### src/rtl/cpu_pkg.sv
// Shared definitions for the instruction sequencer feeding simple_cpu.
// Holds the default widths, the NOP encoding and the fetch state enum.
// Combinational only: no latency, no backpressure.
package cpu_pkg;

    localparam int INSTR_WIDTH_DEF = 20;
    localparam int PC_BITS_DEF     = 5;

    // The CPU treats an all-zero word as a no-operation.
    localparam logic [INSTR_WIDTH_DEF-1:0] NOP_WORD = '0;

    typedef enum logic [1:0] {
        IDLE  = 2'd0,
        FETCH = 2'd1,
        ISSUE = 2'd2,
        DONE  = 2'd3
    } fetch_state_e;

endpackage

### src/rtl/instr_rom.sv
// Program memory: 2^ADDR_BITS words, one synchronous write port, one registered read port.
// Read data appears one clock after the address is presented.
// No backpressure; contents are intentionally not reset.
module instr_rom #(
    parameter int WIDTH     = 20,
    parameter int ADDR_BITS = 5
) (
    input  logic                 clk,
    input  logic                 wen_i,
    input  logic [ADDR_BITS-1:0] waddr_i,
    input  logic [WIDTH-1:0]     wdata_i,
    input  logic [ADDR_BITS-1:0] raddr_i,
    output logic [WIDTH-1:0]     rdata_o
);

    logic [WIDTH-1:0] mem_q [2**ADDR_BITS];
    logic [WIDTH-1:0] rdata_q;

    // Write and registered read; a read of the address being written returns the old word.
    always_ff @(posedge clk) begin
        if (wen_i) begin
            mem_q[waddr_i] <= wdata_i;
        end
        rdata_q <= mem_q[raddr_i];
    end

    assign rdata_o = rdata_q;

endmodule

### src/rtl/instr_fetch.sv
// Instruction sequencer: steps a program counter through a loadable program memory.
// First word valid two edges after start; each word held ISSUE_CYCLES clocks plus stall cycles.
// stall freezes the current issue; stop aborts to IDLE and wins over start and stall.
module instr_fetch
    import cpu_pkg::*;
#(
    parameter int INSTR_WIDTH  = INSTR_WIDTH_DEF,
    parameter int PC_BITS      = PC_BITS_DEF,
    parameter int ISSUE_CYCLES = 3
) (
    input  logic                   clk,
    input  logic                   rst,
    input  logic                   prog_wen,
    input  logic [PC_BITS-1:0]     prog_addr,
    input  logic [INSTR_WIDTH-1:0] prog_data,
    input  logic [PC_BITS:0]       prog_len,
    input  logic                   start,
    input  logic                   stop,
    input  logic                   loop_en,
    input  logic                   stall,
    output logic [INSTR_WIDTH-1:0] instruction,
    output logic                   instr_valid,
    output logic [PC_BITS-1:0]     pc,
    output logic                   busy,
    output logic                   done
);

    localparam int                 CNT_W       = (ISSUE_CYCLES > 1) ? $clog2(ISSUE_CYCLES) : 1;
    localparam logic [CNT_W-1:0]   HOLD_RELOAD = CNT_W'(ISSUE_CYCLES - 1);
    localparam logic [PC_BITS:0]   MAX_LEN     = (PC_BITS + 1)'(2 ** PC_BITS);

    fetch_state_e           state_q;
    logic [PC_BITS-1:0]     pc_q;
    logic [PC_BITS:0]       len_q;
    logic [CNT_W-1:0]       cnt_q;
    logic                   valid_q;
    logic                   done_q;

    logic [INSTR_WIDTH-1:0] rom_rdata;
    logic [PC_BITS-1:0]     rd_addr;
    logic [PC_BITS:0]       pc_inc;
    logic [PC_BITS:0]       len_clamped;
    logic                   start_ok;
    logic                   last_hold;
    logic                   more_words;
    logic                   rom_wen;

    // The end-of-program compare is one bit wider than pc so a full-size program runs every word.
    assign pc_inc      = {1'b0, pc_q} + 1'b1;
    assign more_words  = (pc_inc < len_q);
    assign len_clamped = (prog_len > MAX_LEN) ? MAX_LEN : prog_len;
    assign start_ok    = start && !stop && (prog_len != '0);
    assign last_hold   = (state_q == ISSUE) && !stop && !stall && (cnt_q == '0);
    assign rom_wen     = prog_wen && ((state_q == IDLE) || (state_q == DONE));

    // Present the next word's address during the last hold cycle so it lands with no bubble;
    // otherwise keep re-reading the current pc so the registered read data stays put.
    always_comb begin
        rd_addr = pc_q;
        if (last_hold) begin
            rd_addr = more_words ? pc_inc[PC_BITS-1:0] : '0;
        end
    end

    instr_rom #(
        .WIDTH     (INSTR_WIDTH),
        .ADDR_BITS (PC_BITS)
    ) u_rom (
        .clk     (clk),
        .wen_i   (rom_wen),
        .waddr_i (prog_addr),
        .wdata_i (prog_data),
        .raddr_i (rd_addr),
        .rdata_o (rom_rdata)
    );

    // Sequencer FSM: start/stop handling, hold counting, pc advance and end-of-program decision.
    always_ff @(posedge clk or posedge rst) begin
        if (rst) begin
            state_q <= IDLE;
            pc_q    <= '0;
            len_q   <= '0;
            cnt_q   <= '0;
            valid_q <= 1'b0;
            done_q  <= 1'b0;
        end else begin
            case (state_q)
                IDLE: begin
                    if (start_ok) begin
                        state_q <= FETCH;
                        pc_q    <= '0;
                        len_q   <= len_clamped;
                        done_q  <= 1'b0;
                    end
                end
                FETCH: begin
                    if (stop) begin
                        state_q <= IDLE;
                        pc_q    <= '0;
                        valid_q <= 1'b0;
                        done_q  <= 1'b0;
                    end else begin
                        state_q <= ISSUE;
                        valid_q <= 1'b1;
                        cnt_q   <= HOLD_RELOAD;
                    end
                end
                ISSUE: begin
                    if (stop) begin
                        state_q <= IDLE;
                        pc_q    <= '0;
                        valid_q <= 1'b0;
                        done_q  <= 1'b0;
                    end else if (stall) begin
                        cnt_q <= cnt_q;
                    end else if (cnt_q != '0) begin
                        cnt_q <= cnt_q - 1'b1;
                    end else if (more_words) begin
                        pc_q  <= pc_inc[PC_BITS-1:0];
                        cnt_q <= HOLD_RELOAD;
                    end else if (loop_en) begin
                        pc_q  <= '0;
                        cnt_q <= HOLD_RELOAD;
                    end else begin
                        state_q <= DONE;
                        valid_q <= 1'b0;
                        done_q  <= 1'b1;
                    end
                end
                DONE: begin
                    if (stop) begin
                        state_q <= IDLE;
                        pc_q    <= '0;
                        done_q  <= 1'b0;
                    end else if (start_ok) begin
                        state_q <= FETCH;
                        pc_q    <= '0;
                        len_q   <= len_clamped;
                        done_q  <= 1'b0;
                    end
                end
                default: begin
                    state_q <= IDLE;
                end
            endcase
        end
    end

    // The memory's read register is the instruction register; gate it to NOP whenever nothing is live.
    assign instruction = valid_q ? rom_rdata : INSTR_WIDTH'(NOP_WORD);
    assign instr_valid = valid_q;
    assign pc          = pc_q;
    assign busy        = (state_q == FETCH) || (state_q == ISSUE);
    assign done        = done_q;

endmodule

### config.mk
export PLATFORM = sky130hd
export DESIGN_NAME = instr_fetch
export DESIGN_NICKNAME = d
export VERILOG_FILES = /design/src/rtl/cpu_pkg.sv /design/src/rtl/instr_rom.sv /design/src/rtl/instr_fetch.sv
export SDC_FILE = /design/constraint.sdc
export NUM_CORES = 1
export LEC_CHECK = 0
export CAP_MARGIN = 20
export CELL_PAD_IN_SITES_DETAIL_PLACEMENT = 0
export CELL_PAD_IN_SITES_GLOBAL_PLACEMENT = 1
export CORE_AREA = 10 10 269 271
export CTS_BUF_LIST = sky130_fd_sc_hd__clkbuf_8
export DETAILED_ROUTE_END_ITERATION = 6
export DIE_AREA = 0 0 279 281
export DONT_BUFFER_PORTS = 1
export PLACE_DENSITY = 0.65
export SLEW_MARGIN = 5
export SYNTH_ARGS = -nofsm -noshare
export SYNTH_HDL_FRONTEND = slang
export SYNTH_SLANG_ARGS = --single-unit
### constraint.sdc
create_clock -name clk -period 4.93 [get_ports clk]
set_input_delay 0.986 -clock clk [delete_from_list [all_inputs] [get_ports clk]]
set_output_delay 0.986 -clock clk [all_outputs]
set_load 0.005 [all_outputs]
* Word level (Yosys, flattened, before mapping)
Memory sizes are Yosys's and may differ from the RTL's. A register that Yosys moved wholly into a read port is not among the register bits.
Index checks and enable logic that the tools add are counted.
** Storage, ports and cells
- Bits in registers :: 17
- Memory bits (writable) :: 640
- Input port bits :: 38
- Output and inout port bits :: 28
- Logic and storage cells :: 97
- Memories kept :: 1
** Memory list
- u_rom.mem_q :: words 32, width 20, read ports 1, clocked after memory_dff 1, wr ports 1, RTL line instr_rom.sv:16 : logic [WIDTH-1:0] mem_q [2**ADDR_BITS];
** Operators by class
- $add $sub $neg :: 2
- Order comparisons :: 2
- Equal/unequal tests :: 14
- Multiplexer cells :: 50
- Reductions and logical operators :: 22
** Operator list (number)
- $mux 5 :: 10
- $mux 2 :: 14
- $mux 20 :: 1
- $pmux 5 s4 :: 1
- $mux 6 :: 3
- $mux 1 :: 16
- $reduce_and 5->1 :: 3
- $ne 3x3->1 const B :: 4
- $pmux 6 s2 :: 1
- $ne 2x2->1 const B :: 5
- $ne 4x4->1 const B :: 2
- $pmux 2 s4 :: 1
- $reduce_and 4->1 :: 2
- $add 5x1->6 const B :: 1
- $gt 6x6->1 const B :: 1
- $logic_and 1x1->1 :: 6
- $lt 6x6->1 :: 1
- $reduce_bool 2->1 :: 3
- $reduce_bool 6->1 :: 1
- $eq 2x2->1 const B :: 2
- $logic_not 2->1 :: 2
- $pmux 1 s4 :: 1
- $pmux 2 s2 :: 1
- $eq 2x1->1 const B :: 1
- other kinds (5) :: 7

* Longest topological paths before layout
- Depth after elaboration :: 7
- Depth in mapped cells :: 15
- Mapped depth without buffers :: 12

* By module
Synthesis repeated with hierarchy kept, for this count alone.
** Second synthesis, totals
- Cell total of the unflattened synthesis :: 1572
- Area total of the unflattened synthesis :: 26944.6 um^2
** Modules (own cells, without submodules)
- instr_rom :: times used 1, cells each 1414, area an instance 25553.3 um^2, sequential area each 19618.8 um^2
- instr_fetch :: times used 1, cells each 158, area an instance 1391.3 um^2, sequential area each 425.4 um^2

* Least setup slack after synthesis
Ideal clock, no wire load.
- Path type :: flip-flop to flip-flop
- Start :: register pc_q[1], in the netlist pc[1]
- End :: register u_rom.rdata_q[0], in the netlist u_rom.rdata_o[0] (read register of u_rom.mem_q)
- Library setup time :: 0.147 ns
- Arrival :: 3.003 ns
- Data required time :: 4.783 ns
- Slack :: 1.780 ns
- Cell stages (with the launch flop) :: 14
- Buffers on the path :: 2
- Period minus slack after synthesis :: 3.150 ns
- Path through :: dfrtp_1 ha_1 and3_1 xnor2_1 inv_1 ha_1 nand2_1 o21a_1 a41o_1 buf_6 buf_2 mux4_2 o22ai_1 a211oi_2
** Between the ends
- Word-level cells in the longest chain between the ends :: 4
** RTL lines
- from (decl) :: RTL line instr_fetch.sv:33 : logic [PC_BITS-1:0] pc_q;
- from (signal assigned) :: RTL line instr_fetch.sv:119 : pc_q <= pc_inc[PC_BITS-1:0];
- $add 5x1->6 :: RTL line instr_fetch.sv:49 : assign pc_inc = {1'b0, pc_q} + 1'b1;
- $lt 6x6->1 :: RTL line instr_fetch.sv:50 : assign more_words = (pc_inc < len_q);
- $mux 5 :: RTL line instr_fetch.sv:61 : rd_addr = more_words ? pc_inc[PC_BITS-1:0] : '0;
- $mux 5 * :: RTL line instr_fetch.sv:60 : if (last_hold) begin
- to (decl) :: RTL line instr_rom.sv:17 : logic [WIDTH-1:0] rdata_q;
Every way passes the cells marked *; elsewhere a longest branch is shown, timed or not.
A chain may end at the register's enable or synchronous reset.

* Final worst setup path
- Start :: register pc_q[0], in the netlist pc[0]
- End :: register u_rom.rdata_q[9], in the netlist u_rom.rdata_o[9] (read register of u_rom.mem_q)
The elaborated chain is that of the path after synthesis.

==> metrics.txt <==
PortBufs 0; status completed; Post-Syn Area per Cell between 15 and 20 um^2; CTS max path bufs 3; fin crit share 0.816; worst path required time 5490 ps; Core Footprint 66,800 um^2; worst slew pin tran between 900 and 1000 ps; Area growth, synth to finish 13.6%; Buf+Inv Stages, Crit Path 3; Yosys top cell area share 0.725; Max-slew headroom 0.363; Worst Clk Skew between 50 and 60 ps; GRT overflow 0; number of global-route vias before repair roughly 14,000; pins over their slew limit 0; Yosys reg bits between 600 and 700; Final Routed Wirelength 68,600 um; Via Count 13,600; post-route minimum period 4020 ps; endpoint class of the critical path flop; Num CTS Buffers 109; leak pwr a little over 9 nW; gpl congestion about 0.78; Slowest-stage cell, CP dfrtp_1; die width ~280 um; Post-Syn Area 26,500 um^2; CP Class reg2reg; setup TNS 0 ps; Max Freq 249 MHz; Die Area around 80,000 um^2; via-per-instance ratio about 5.7; Detailed Route Iter0 Violations between 1,500 and 2,000; # IOs between 60 and 70; Worst-Skew Late Latency 720 ps; power density over the cells about 380 nW/um^2; commonest non-fill, non-tap cell in the layout edfxtp_1; Post-Place Cells around 2,200; Most used DFF post-synth edfxtp_1; Rows between 90 and 100; first-pass GRT wire length 98,900 um; CTS Sinks ~680; post-synthesis sequential area ratio 0.756; starting density of the core 0.397; CTS resizes 0; Synth Net Count 1,389; number of nets still failing antenna checks after routing 0; drt first pass iters 5; post-synthesis cell type count 57; CP delay by family, top compound AO/OA/AOI/OAI gates; hpwl dp 39,200 um; share of layout cells above drive strength 1 0.235; antenna violations before repair 2; Die Height around 280 um; Final Util 0.451; Peak VDD IR around 0.29 mV; Area contributors post-synth edfxtp_1, mux4_2, mux2i_1; root buffer selected by CTS clkbuf_8; H-tree depth 3; Setup violations, final 0; RSZ-0062 raised after global routing no; FF+latch area roughly 20,000 um^2; Clk pin slew, worst setup/hold paths 60 ps; ys async rst share 0.0251; # nets final 1,483; DRC 0; Total GRT Usage 0.174; most used cell along the critical path ha_1; Worst path max stage delay ~570 ps; CTS tree done; Multi-input gate area 6190 um^2; most frequent cells in the layout edfxtp_1, mux2i_1, clkbuf_8; crit path cell chain ha_1 -> and3_1 -> xnor2_1 -> inv_1 -> ha_1 -> nand2_1 -> o21a_1 -> a41o_4 -> buf_12 -> buf_4 -> mux4_2 -> o22ai_1 -> a211oi_2; hold buffer count at cts 0; YS warnings 0; Max FO, Critical Path 20; number of synthesized flops with an enable pin 640; WP data arrival ~4600 ps; Syn Inst Count 1,338; largest net degree at the start of global routing 81; Final Hold Viols 0; CP Launch Type flop; Max Cap Violations 0; Hold WC Path Type in2async; Setup Fix Bufs, Post-CTS 0; post-synth top area cell edfxtp_1; fin cells around 2,400; WL/cell approximately 29 um; fillers between 5,000 and 6,000
==> per-layer routing <==
| layer | global-route usage | vias up | share of wire |
|---|---|---|---|
| met1 | 0.241 | 7240 | 0.44 |
| li1 | - | 5797 | - |
| met3 | 0.0415 | 89 | 0.074 |
| met5 | 0 | - | 0 |
| met2 | 0.272 | 484 | 0.47 |
| met4 | 0.0453 | 0 | 0.020 |
==> synthesized netlist by cell type (2+ instances only) <==
master	number
o211ai_1	2
o22ai_2	19
a41o_1	2
o21a_1	3
o21ai_0	18
a22oi_1	2
nand2_1	14
a31oi_1	2
a21o_1	2
o22ai_1	22
ha_1	13
mux4_2	80
xor2_1	2
clkbuf_1	39
buf_2	5
or3_1	2
o221ai_1	80
or3b_2	3
o41ai_1	2
nand3_1	4
edfxtp_1	640
inv_1	19
buf_6	22
a21oi_1	3
and3_1	2
and2_1	21
dfxtp_1	20
buf_4	2
nor2_1	42
nand3b_1	8
dfrtp_1	17
a211oi_2	19
nand4_1	23
mux2i_1	161
==> final cells by class <==
type / count / area share
flip-flops and latches: 677 / 0.665
clock inverters: 84 / 0.0154
inverters: 19 / 0.00237
repair buffers: 52 / 0.0200
multi-input cells: 573 / 0.206
diodes: 2 / 0.000166
clock buffers: 120 / 0.0548
well taps: 873 / 0.0363
==> path summary, 6_finish.rpt <==
check	from	slack (ps)	end	depth (start not counted)
setup reg to reg	pc[0]$_DFFE_PP0P_	910	u_rom.rdata_o[9]$_DFF_P_	13
max in group asynchronous	rst	4190	len_q[5]$_DFFE_PP0P_	1
hold reg to reg	cnt_q[1]$_DFFE_PP0P_	530	cnt_q[1]$_DFFE_PP0P_	1
setup / recovery	pc[0]$_DFFE_PP0P_	910	u_rom.rdata_o[9]$_DFF_P_	13
min in group clk	prog_data[19]	360	u_rom.mem_q[14][19]$_DFFE_PP_	0
hold / removal	rst	290	pc[0]$_DFFE_PP0P_	1
==> flip-flops by register name, indices dropped and copies added (netlist names) <==
register / flops
u_rom.rdata_o: 20
instr_valid: 1
u_rom.mem_q: 640
done: 1
cnt_q: 2
pc: 5
len_q: 6
state_q: 2
==> worst reg2reg max path: cells and delay by family, from the launching register on <==
kind | cells | cell delay, ps
XOR/XNOR | 1 | 240
adder cells (fa/ha/maj) | 2 | 660
flip-flops | 1 | 570
AND/OR/NAND/NOR | 2 | 270
AO/OA/AOI/OAI | 4 | 870
multiplexers | 1 | 560
buffers and inverters | 3 | 730
==> power by group <==
| part | internal (W) | switching (W) |
|---|---|---|
| sequential | 0.00641 | 0.0000343 |
| combinational | 0.000164 | 0.000388 |
| clock | 0.00241 | 0.00219 |
==> through the flow <==
| stage | hold slack [ps] | instance area (um^2) | setup WS (ps) | total power [W] |
|---|---|---|---|---|
| floorplan | 489 | 26500 | 1780 | 0.00688 |
| global placement | 505 | 27900 | 963 | 0.00710 |
| detailed placement | 517 | 28000 | 894 | 0.00711 |
| CTS | 265 | 30100 | 904 | 0.0117 |
| global route | 301 | 30100 | 659 | 0.0120 |
| finish | 290 | 30100 | 908 | 0.0116 |
==> cells by family (layout without fill, tap and decap cells) <==
logic type               Yosys count  after routing  synth area share
AO/OA/AOI/OAI                    187            187            0.0619
multiplexers                     241            241             0.129
other                              0              2                 0
XOR/XNOR                           3              3          0.000991
adder cells (fa/ha/maj)           13             13           0.00614
buffers and inverters             88            275            0.0196
flip-flops                       677            677             0.756
AND/OR/NAND/NOR                  129            129            0.0266
Note: power is estimated with default switching activity, not from simulation.
